[config.mk]
export PLATFORM = sky130hd
export DESIGN_NAME = node_layer_sched
export DESIGN_NICKNAME = d
export VERILOG_FILES = /design/src/rtl/node_pkg.sv /design/src/rtl/node_sched_tagpipe.sv /design/src/rtl/node_layer_sched.sv
export SDC_FILE = /design/constraint.sdc
export NUM_CORES = 1
export LEC_CHECK = 0
export ABC_AREA = 1
export CAP_MARGIN = 20
export CELL_PAD_IN_SITES_DETAIL_PLACEMENT = 1
export CELL_PAD_IN_SITES_GLOBAL_PLACEMENT = 2
export CORE_AREA = 2 2 163 165
export DETAILED_ROUTE_END_ITERATION = 10
export DIE_AREA = 0 0 165 167
export DONT_BUFFER_PORTS = 1
export PLACE_DENSITY_LB_ADDON = 0.1
export SETUP_SLACK_MARGIN = 0.5
export SKIP_LAST_GASP = 1
export SYNTH_ARGS = -nofsm -noshare
export SYNTH_HDL_FRONTEND = slang
export SYNTH_SLANG_ARGS = --single-unit
[constraint.sdc]
create_clock -name clk -period 4.5 [get_ports clk]
set_clock_uncertainty 0.05 [all_clocks]
set_input_delay 0.45 -clock clk [delete_from_list [all_inputs] [get_ports clk]]
set_output_delay 0.45 -clock clk [all_outputs]
set_load 0.01 [all_outputs]
[src/rtl/node_pkg.sv]
// Shared types and latency constants for the layer scheduler and its tag pipe.
package node_pkg;

    typedef enum logic [1:0] {
        IDLE,
        RUN,
        DRAIN
    } sched_state_t;

    localparam int NODE_LAT = 2;
    localparam int WMEM_LAT = 1;
    localparam int PIPE_LAT = NODE_LAT + WMEM_LAT;

endpackage

[src/rtl/node_sched_tagpipe.sv]
// Shift register of {valid, index} tags that follows each weight read through
// memory and node latency so the returning result lands in the right slice.
module node_sched_tagpipe #(
    parameter int DEPTH    = 3,
    parameter int IDX_BITS = 4
) (
    input  logic                clk,
    input  logic                reset,
    input  logic                in_valid,
    input  logic [IDX_BITS-1:0] in_index,
    output logic                out_valid,
    output logic [IDX_BITS-1:0] out_index,
    output logic                tail_empty
);

    logic [DEPTH-1:0]    valid_q;
    logic [IDX_BITS-1:0] index_q [DEPTH];

    always_ff @(posedge clk) begin
        if (reset) begin
            valid_q <= '0;
            for (int i = 0; i < DEPTH; i++) begin
                index_q[i] <= '0;
            end
        end else begin
            valid_q[0] <= in_valid;
            index_q[0] <= in_index;
            for (int i = 1; i < DEPTH; i++) begin
                valid_q[i] <= valid_q[i-1];
                index_q[i] <= index_q[i-1];
            end
        end
    end

    // True when only the exit stage may still hold a tag, i.e. the pipe empties next cycle.
    always_comb begin
        tail_empty = !in_valid;
        for (int i = 0; i < DEPTH - 1; i++) begin
            if (valid_q[i]) begin
                tail_empty = 1'b0;
            end
        end
    end

    assign out_valid = valid_q[DEPTH-1];
    assign out_index = index_q[DEPTH-1];

endmodule

[src/rtl/node_layer_sched.sv]
// Time-multiplexes one node across all neurons of a layer.
// Optional performance counters are enabled with `define NODE_SCHED_PERF_EN.
module node_layer_sched
    import node_pkg::*;
#(
    parameter int N_INPUTS    = 16,
    parameter int INPUT_BITS  = 6,
    parameter int WEIGHT_BITS = 6,
    parameter int OUTPUT_BITS = 1,
    parameter int N_NEURONS   = 16,
    parameter int ADDR_BITS   = 4
) (
    input  logic                                 clk,
    input  logic                                 reset,
    input  logic                                 start,
    input  logic [N_INPUTS*INPUT_BITS-1:0]       in_vec,
    output logic                                 busy,
    output logic                                 done,
    output logic [N_NEURONS*OUTPUT_BITS-1:0]     layer_out,
    output logic                                 layer_out_valid,
    output logic                                 w_rd_en,
    output logic [ADDR_BITS-1:0]                 w_addr,
    input  logic [(N_INPUTS+1)*WEIGHT_BITS-1:0]  w_data,
    output logic [N_INPUTS*INPUT_BITS-1:0]       node_inputs,
    output logic [N_INPUTS*WEIGHT_BITS-1:0]      node_weights,
    output logic [WEIGHT_BITS-1:0]               node_bias,
    input  logic [OUTPUT_BITS-1:0]               node_result
`ifdef NODE_SCHED_PERF_EN
    ,
    output logic [31:0]                          perf_cycles,
    output logic [15:0]                          perf_layers
`endif
);

    localparam logic [ADDR_BITS-1:0] LAST_ADDR = ADDR_BITS'(N_NEURONS - 1);

    sched_state_t         state, state_n;
    logic [ADDR_BITS-1:0] addr_n;
    logic                 rd_en_n;
    logic                 accept;
    logic                 done_n;
    logic                 exit_valid;
    logic [ADDR_BITS-1:0] exit_index;
    logic                 tail_empty;

    node_sched_tagpipe #(
        .DEPTH    (PIPE_LAT),
        .IDX_BITS (ADDR_BITS)
    ) u_tagpipe (
        .clk        (clk),
        .reset      (reset),
        .in_valid   (w_rd_en),
        .in_index   (w_addr),
        .out_valid  (exit_valid),
        .out_index  (exit_index),
        .tail_empty (tail_empty)
    );

    // done is registered, so it is raised one cycle ahead, as the last tag reaches the exit stage.
    always_comb begin
        state_n = state;
        addr_n  = w_addr;
        rd_en_n = w_rd_en;
        accept  = 1'b0;
        done_n  = 1'b0;
        unique case (state)
            IDLE: begin
                if (start) begin
                    accept  = 1'b1;
                    state_n = RUN;
                    addr_n  = '0;
                    rd_en_n = 1'b1;
                end
            end
            RUN: begin
                if (w_addr == LAST_ADDR) begin
                    state_n = DRAIN;
                    addr_n  = '0;
                    rd_en_n = 1'b0;
                end else begin
                    addr_n = w_addr + ADDR_BITS'(1);
                end
            end
            DRAIN: begin
                if (done) begin
                    state_n = IDLE;
                end else if (tail_empty) begin
                    done_n = 1'b1;
                end
            end
            default: state_n = IDLE;
        endcase
    end

    always_ff @(posedge clk) begin
        if (reset) begin
            state           <= IDLE;
            w_addr          <= '0;
            w_rd_en         <= 1'b0;
            done            <= 1'b0;
            layer_out_valid <= 1'b0;
            node_inputs     <= '0;
            layer_out       <= '0;
        end else begin
            state   <= state_n;
            w_addr  <= addr_n;
            w_rd_en <= rd_en_n;
            done    <= done_n;
            if (accept) begin
                node_inputs     <= in_vec;
                layer_out_valid <= 1'b0;
            end else if (done_n) begin
                layer_out_valid <= 1'b1;
            end
            if (exit_valid) begin
                layer_out[int'(exit_index)*OUTPUT_BITS +: OUTPUT_BITS] <= node_result;
            end
        end
    end

    assign busy         = (state != IDLE);
    assign node_weights = w_data[N_INPUTS*WEIGHT_BITS-1:0];
    assign node_bias    = w_data[(N_INPUTS+1)*WEIGHT_BITS-1 -: WEIGHT_BITS];

`ifdef NODE_SCHED_PERF_EN
    always_ff @(posedge clk) begin
        if (reset) begin
            perf_cycles <= '0;
            perf_layers <= '0;
        end else begin
            if (busy && (perf_cycles != '1)) begin
                perf_cycles <= perf_cycles + 32'd1;
            end
            if (done) begin
                perf_layers <= perf_layers + 16'd1;
            end
        end
    end
`endif

endmodule

[Yosys cells after proc, flatten, opt, wreduce, memory -nomap -nowiden]
Memories as Yosys holds them, arrays and structs flattened.
Index checks and enable logic that the tools add are counted.
Word-level totals
  flip-flop bits (word level): 124
  RAM bits: 12
  input port bits: 202
  output and inout bits: 222
  word-level logic and storage cells: 54
  memories kept: 1
Memory list
  u_tagpipe.index_q: words 3, width 4, rd ports 3, clocked after Yosys merged registers in 0, write ports 3, line node_sched_tagpipe.sv:17  | logic [IDX_BITS-1:0] index_q [DEPTH];
Cells by class
  add/subtract/negate cells: 2
  equality and inequality tests: 6
  shifts and indexed selects: 2
  mux-type cells: 24
  bitwise logic cells: 3
  reduce and logical (&&, ||, !) cells: 8
Operators with widths (count)
  4-bit negator with 33-bit output: 1
  1-bit by 33-bit variable shift with 16-bit output (first input constant): 1
  1-bit by 33-bit indexed part select with 16-bit output: 1
  4-bit 2-to-1 mux: 5
  16-bit bitwise mux: 1
  1-bit 2-to-1 mux: 12
  4-bit one-hot mux with 2 select lines: 1
  2-bit 2-to-1 mux: 3
  2-bit inequality test (second input constant): 3
  2-bit one-hot mux with 3 select lines: 1
  3-bit AND reduction: 2
  4-bit by 1-bit adder with 4-bit output (second input constant): 1
  4-bit equality test (second input constant): 1
  2-bit nonzero test: 2
  1-bit OR: 3
  2-bit by 1-bit equality test with 1-bit output (second input constant): 1
  2-bit equality test (second input constant): 1
  2-bit logical NOT: 1
  1-bit one-hot mux with 2 select lines: 1
  2-bit AND reduction: 1
  2-bit OR reduction: 1
  1-bit logical NOT: 1

[Longest topological paths before layout]
  depth in word-level cells: 6
  gate-level depth with buffers: 11
  depth with buffers taken out: 11

[Modules after synthesis]
Synthesis repeated with hierarchy kept, for this count alone.
Unflattened totals
  cell total of the unflattened synthesis: 775
  area total of the unflattened synthesis: 5848.1 µm²
Modules (own cells, without submodules)
  node_layer_sched: instances 1, cells each 723, area each 5386.4 µm², sequential area each 2422.3 µm²
  node_sched_tagpipe: instances 1, cells each 52, area each 461.7 µm², sequential area each 300.3 µm²

[Worst setup path before layout]
No wires, ideal clock.
  path type: register to register
  from: memory u_tagpipe.index_q[2][0], in the netlist u_tagpipe.index_q[0][8]
  to: register layer_out[15]
  setup time: 113 ps
  arrival: 1457 ps
  data required time: 4337 ps
  slack: 2880 ps
  stages on the path, launching flop included: 11
  buffers on the path: 0
  clock period less this slack: 1620 ps
  cells stage by stage: dfxtp_1 > inv_2 > nand2_1 > inv_1 > ha_1 > inv_1 > nand3_2 > nor2_2 > nand2_1 > nor2_1 > nor2_1
RTL lines
  start, declared: line node_sched_tagpipe.sv:17
  end signal, assigned by index: line node_layer_sched.sv:116  | layer_out[int'(exit_index)*OUTPUT_BITS +: OUTPUT_BITS] <= node_result;
  end, declared: line node_layer_sched.sv:19  | output logic [N_NEURONS*OUTPUT_BITS-1:0] layer_out,

==> run_results.csv <==
group,metric,value,unit
placed_design,dpl.hpwl,12500,um
timing,fmax,458,MHz
finish,layout.cells.non_filler,1004,
timing,slew_viol_final,0,
floorplanning,die_area,27600,um^2
detailed_routing,drt-total-wl,17400,um
flow_run,cap_violations,0,
timing,slew_headroom,40.8,%
clock_network,cts_root_buf,"clkbuf_16",
clock_network,clock_latency,410,ps
critical_path,r2r_slack,2320,ps
global_routing,grt.overflow.total,0,
critical_path,cp.arrival,2440,ps
pwr,power_frac_clock,47.0,%
clock_network,postCtsSetupBuffers,0,
detailed_routing,dr_total_vias,4331,
yosys,seq_area_frac_synth,46.5,%
yosys,synthArstFlopShare,0,%
finish,area_growth,2.39,%
pwr,p_leak,0.00240,uW
floorplanning,core.rowCount,59,
pwr,ir_drop,0.162,mV
critical_path,critPathKind,"reg -> reg",
yosys,synthFlopType,"dfxtp_1",
timing,tns,0,ps
yosys,synth_area,5860,um^2
finish,fin_nets,860,
global_routing,antenna_found_initial,1,
floorplanning,die_h,167,um
timing,layout_min_cycle_time,2180,ps
yosys,avgSynthCellArea,7.63,um^2
clock_network,h-tree-depth,4,
pwr,seq_power_share,46.0,%
pwr,combinationalPowerShare,7.0,%
timing,fin_ws,2320,ps
pwr,cellInternalPower,2160,uW
yosys,syn_nets,973,
finish,drive_gt1_share,9.43,%
pwr,power.switching,893,uW
yosys,yosys.area_share.simple,23.9,%
critical_path,crit_start,"u_tagpipe.index_q[0][8]$_SDFF_PP0_",
clock_network,cts_tree,"done",
critical_path,cp-start-kind,"flop",
yosys,ys_seq_elements,136,
pwr,power_density,508,nW/um^2
timing,min_period_over_period,48.6,%
timing,finalSetupViolCount,0,
critical_path,setup.worst_path.end,"layer_out[12]$_SDFFE_PP0P_",
placed_design,gp_routability_congestion,0.691,
placed_design,dp_cells,970,
clock_network,cts.sinks,136,
detailed_routing,ant_nets,0,
yosys,synth_top_family_by_area,"simple AND/OR/NAND/NOR gates",
timing,final_hold_viol_count,0,
critical_path,reg2reg_depth,8,
critical_path,crit_required,4760,ps
detailed_routing,first_pass_iters,4,
yosys,synth_warnings,0,
critical_path,r2r_end,"layer_out[12]$_SDFFE_PP0P_",
yosys,yosys.area_share.adder,0.641,%
yosys,ys_types,31,
pwr,switching_share,29.3,%
yosys,synth-edff-count,0,
finish,layout_commonest_cell,"nor2_1",
placed_design,place_ws,2310,ps
floorplanning,core,25800,um^2
timing,worst_slew_pin_slew,888,ps
finish,final_cell_mix,"nor2_1, dfxtp_1, o21ai_0",
detailed_routing,drt_iter0_drc,148,
hold_path,hold_class,"in -> reg",
clock_network,cts_max_path_buffers,2,
clock_network,cts-buffers-inserted,17,
global_routing,grtUsageTotal,12.9,%
yosys,synth_xor_area_share,0.427,%
yosys,syn_inst,768,
clock_network,clk_pin_slew,70,ps
clock_network,cts_hold_buffers,0,
timing,rsz0062_at_grt,"no",
global_routing,first_global_vias,4672,
detailed_routing,viasPerCell,4.31,
outcome,status,"completed",
global_routing,grt_pass1_wl,27400,um
critical_path,r2r_start,"u_tagpipe.index_q[0][8]$_SDFF_PP0_",
detailed_routing,drt_drc_violations_left,0,
critical_path,cp_max_fo,15,
floorplanning,die-width,165,um
placed_design,portBuffers,0,
detailed_routing,wl_per_cell,17.3,um
yosys,synth_compound_area_share,9.48,%
clock_network,cts_resized,0,
yosys,synth_mux_area_share,0,%
global_routing,grt_max_degree,97,
floorplanning,ios,424,
floorplanning,start_util,22.7,%
critical_path,endpoint_kind,"flop",
-- cells in the mapped netlist, drive strengths merged (2+ instances only) --
master	number	area, um^2
nor2	255	998
dfxtp	136	2720
buf	115	843
o21ai	99	495
inv	50	188
nand2	46	180
clkbuf	22	82.6
nand3	16	115
nand4	12	90.1
a21oi	3	18.8
ha	3	37.5
nor3	2	10.0
-- sequential cells by signal, indices dropped and copies added (netlist names) --
signal / flops
layer_out_valid: 1
done: 1
node_inputs: 96
state: 2
layer_out: 16
w_rd_en: 1
w_addr: 4
u_tagpipe.index_q: 12
u_tagpipe.valid_q: 3
-- how the worst min path moves through the flow --
stage	start	to	slack, ps	cells past startpoint
6_report	reset	u_tagpipe.index_q[0][5]$_SDFF_PP0_	60	1
5_1_grt	reset	u_tagpipe.index_q[0][5]$_SDFF_PP0_	30	1
4_1_cts	reset	u_tagpipe.index_q[0][5]$_SDFF_PP0_	30	1
3_5_place_dp	u_tagpipe.index_q[0][1]$_SDFF_PP0_	u_tagpipe.index_q[0][5]$_SDFF_PP0_	350	2
3_3_place_gp	u_tagpipe.index_q[0][6]$_SDFF_PP0_	u_tagpipe.index_q[0][10]$_SDFF_PP0_	350	2
2_1_floorplan	u_tagpipe.index_q[0][6]$_SDFF_PP0_	u_tagpipe.index_q[0][10]$_SDFF_PP0_	340	2
-- power groups by stage --
stage / Sequential [uW] / Clock (uW) / Combinational (uW)
after floorplan: 1400 / 0 / 270
after global placement: 1440 / 0 / 207
after detailed placement: 1430 / 0 / 218
after CTS: 1410 / 1490 / 218
after global routing: 1420 / 1550 / 254
final: 1400 / 1430 / 212
-- area by class of cell --
cell class,count,area (um^2)
diodes,1,2.50
clock buffers,17,425
clock inverters,15,169
fillers,3058,19800
inverters,51,191
multi-input cells,444,2020
flip-flops and latches,136,2720
well taps,335,419
repair buffers,5,50.0
-- stage by stage --
step | power (uW) | utilization, % | instance area (um^2) | hold slack [ps]
after floorplan | 1670 | - | 5860 | 338
after global placement | 1640 | 20.9 | 5380 | 345
after detailed placement | 1650 | 20.9 | 5380 | 348
after CTS | 3110 | 23.2 | 5980 | 25.9
after global routing | 3220 | 23.3 | 6000 | 33.2
final | 3050 | 23.3 | 6000 | 60.5
-- layer usage --
layer  wire [um]  up-vias  track usage, %
met5           0        -               0
met4         386        0            5.14
met3        2060       46            7.10
met2        8430      179            21.1
met1        6540     2022            13.6
li1            -     2084               -
-- critical path, stage by stage, from the launching register on --
cell and delay, ps:
dfxtp_1 430, inv_2 120, ha_1 290, xnor2_2 670
inv_1 130, nor2_1 190, nand3_1 90, nand2_1 70
nor2_1 40
-- logic make-up (layout without fill, tap and decap cells) --
family	count (synthesis)	after routing
AO/OA/AOI/OAI	107	107
buffers and inverters	188	88
XOR/XNOR	2	2
AND/OR/NAND/NOR	332	332
flip-flops	136	136
adder cells (fa/ha/maj)	3	3
other	0	1
No activity file was read; power rests on OpenSTA's default activity.
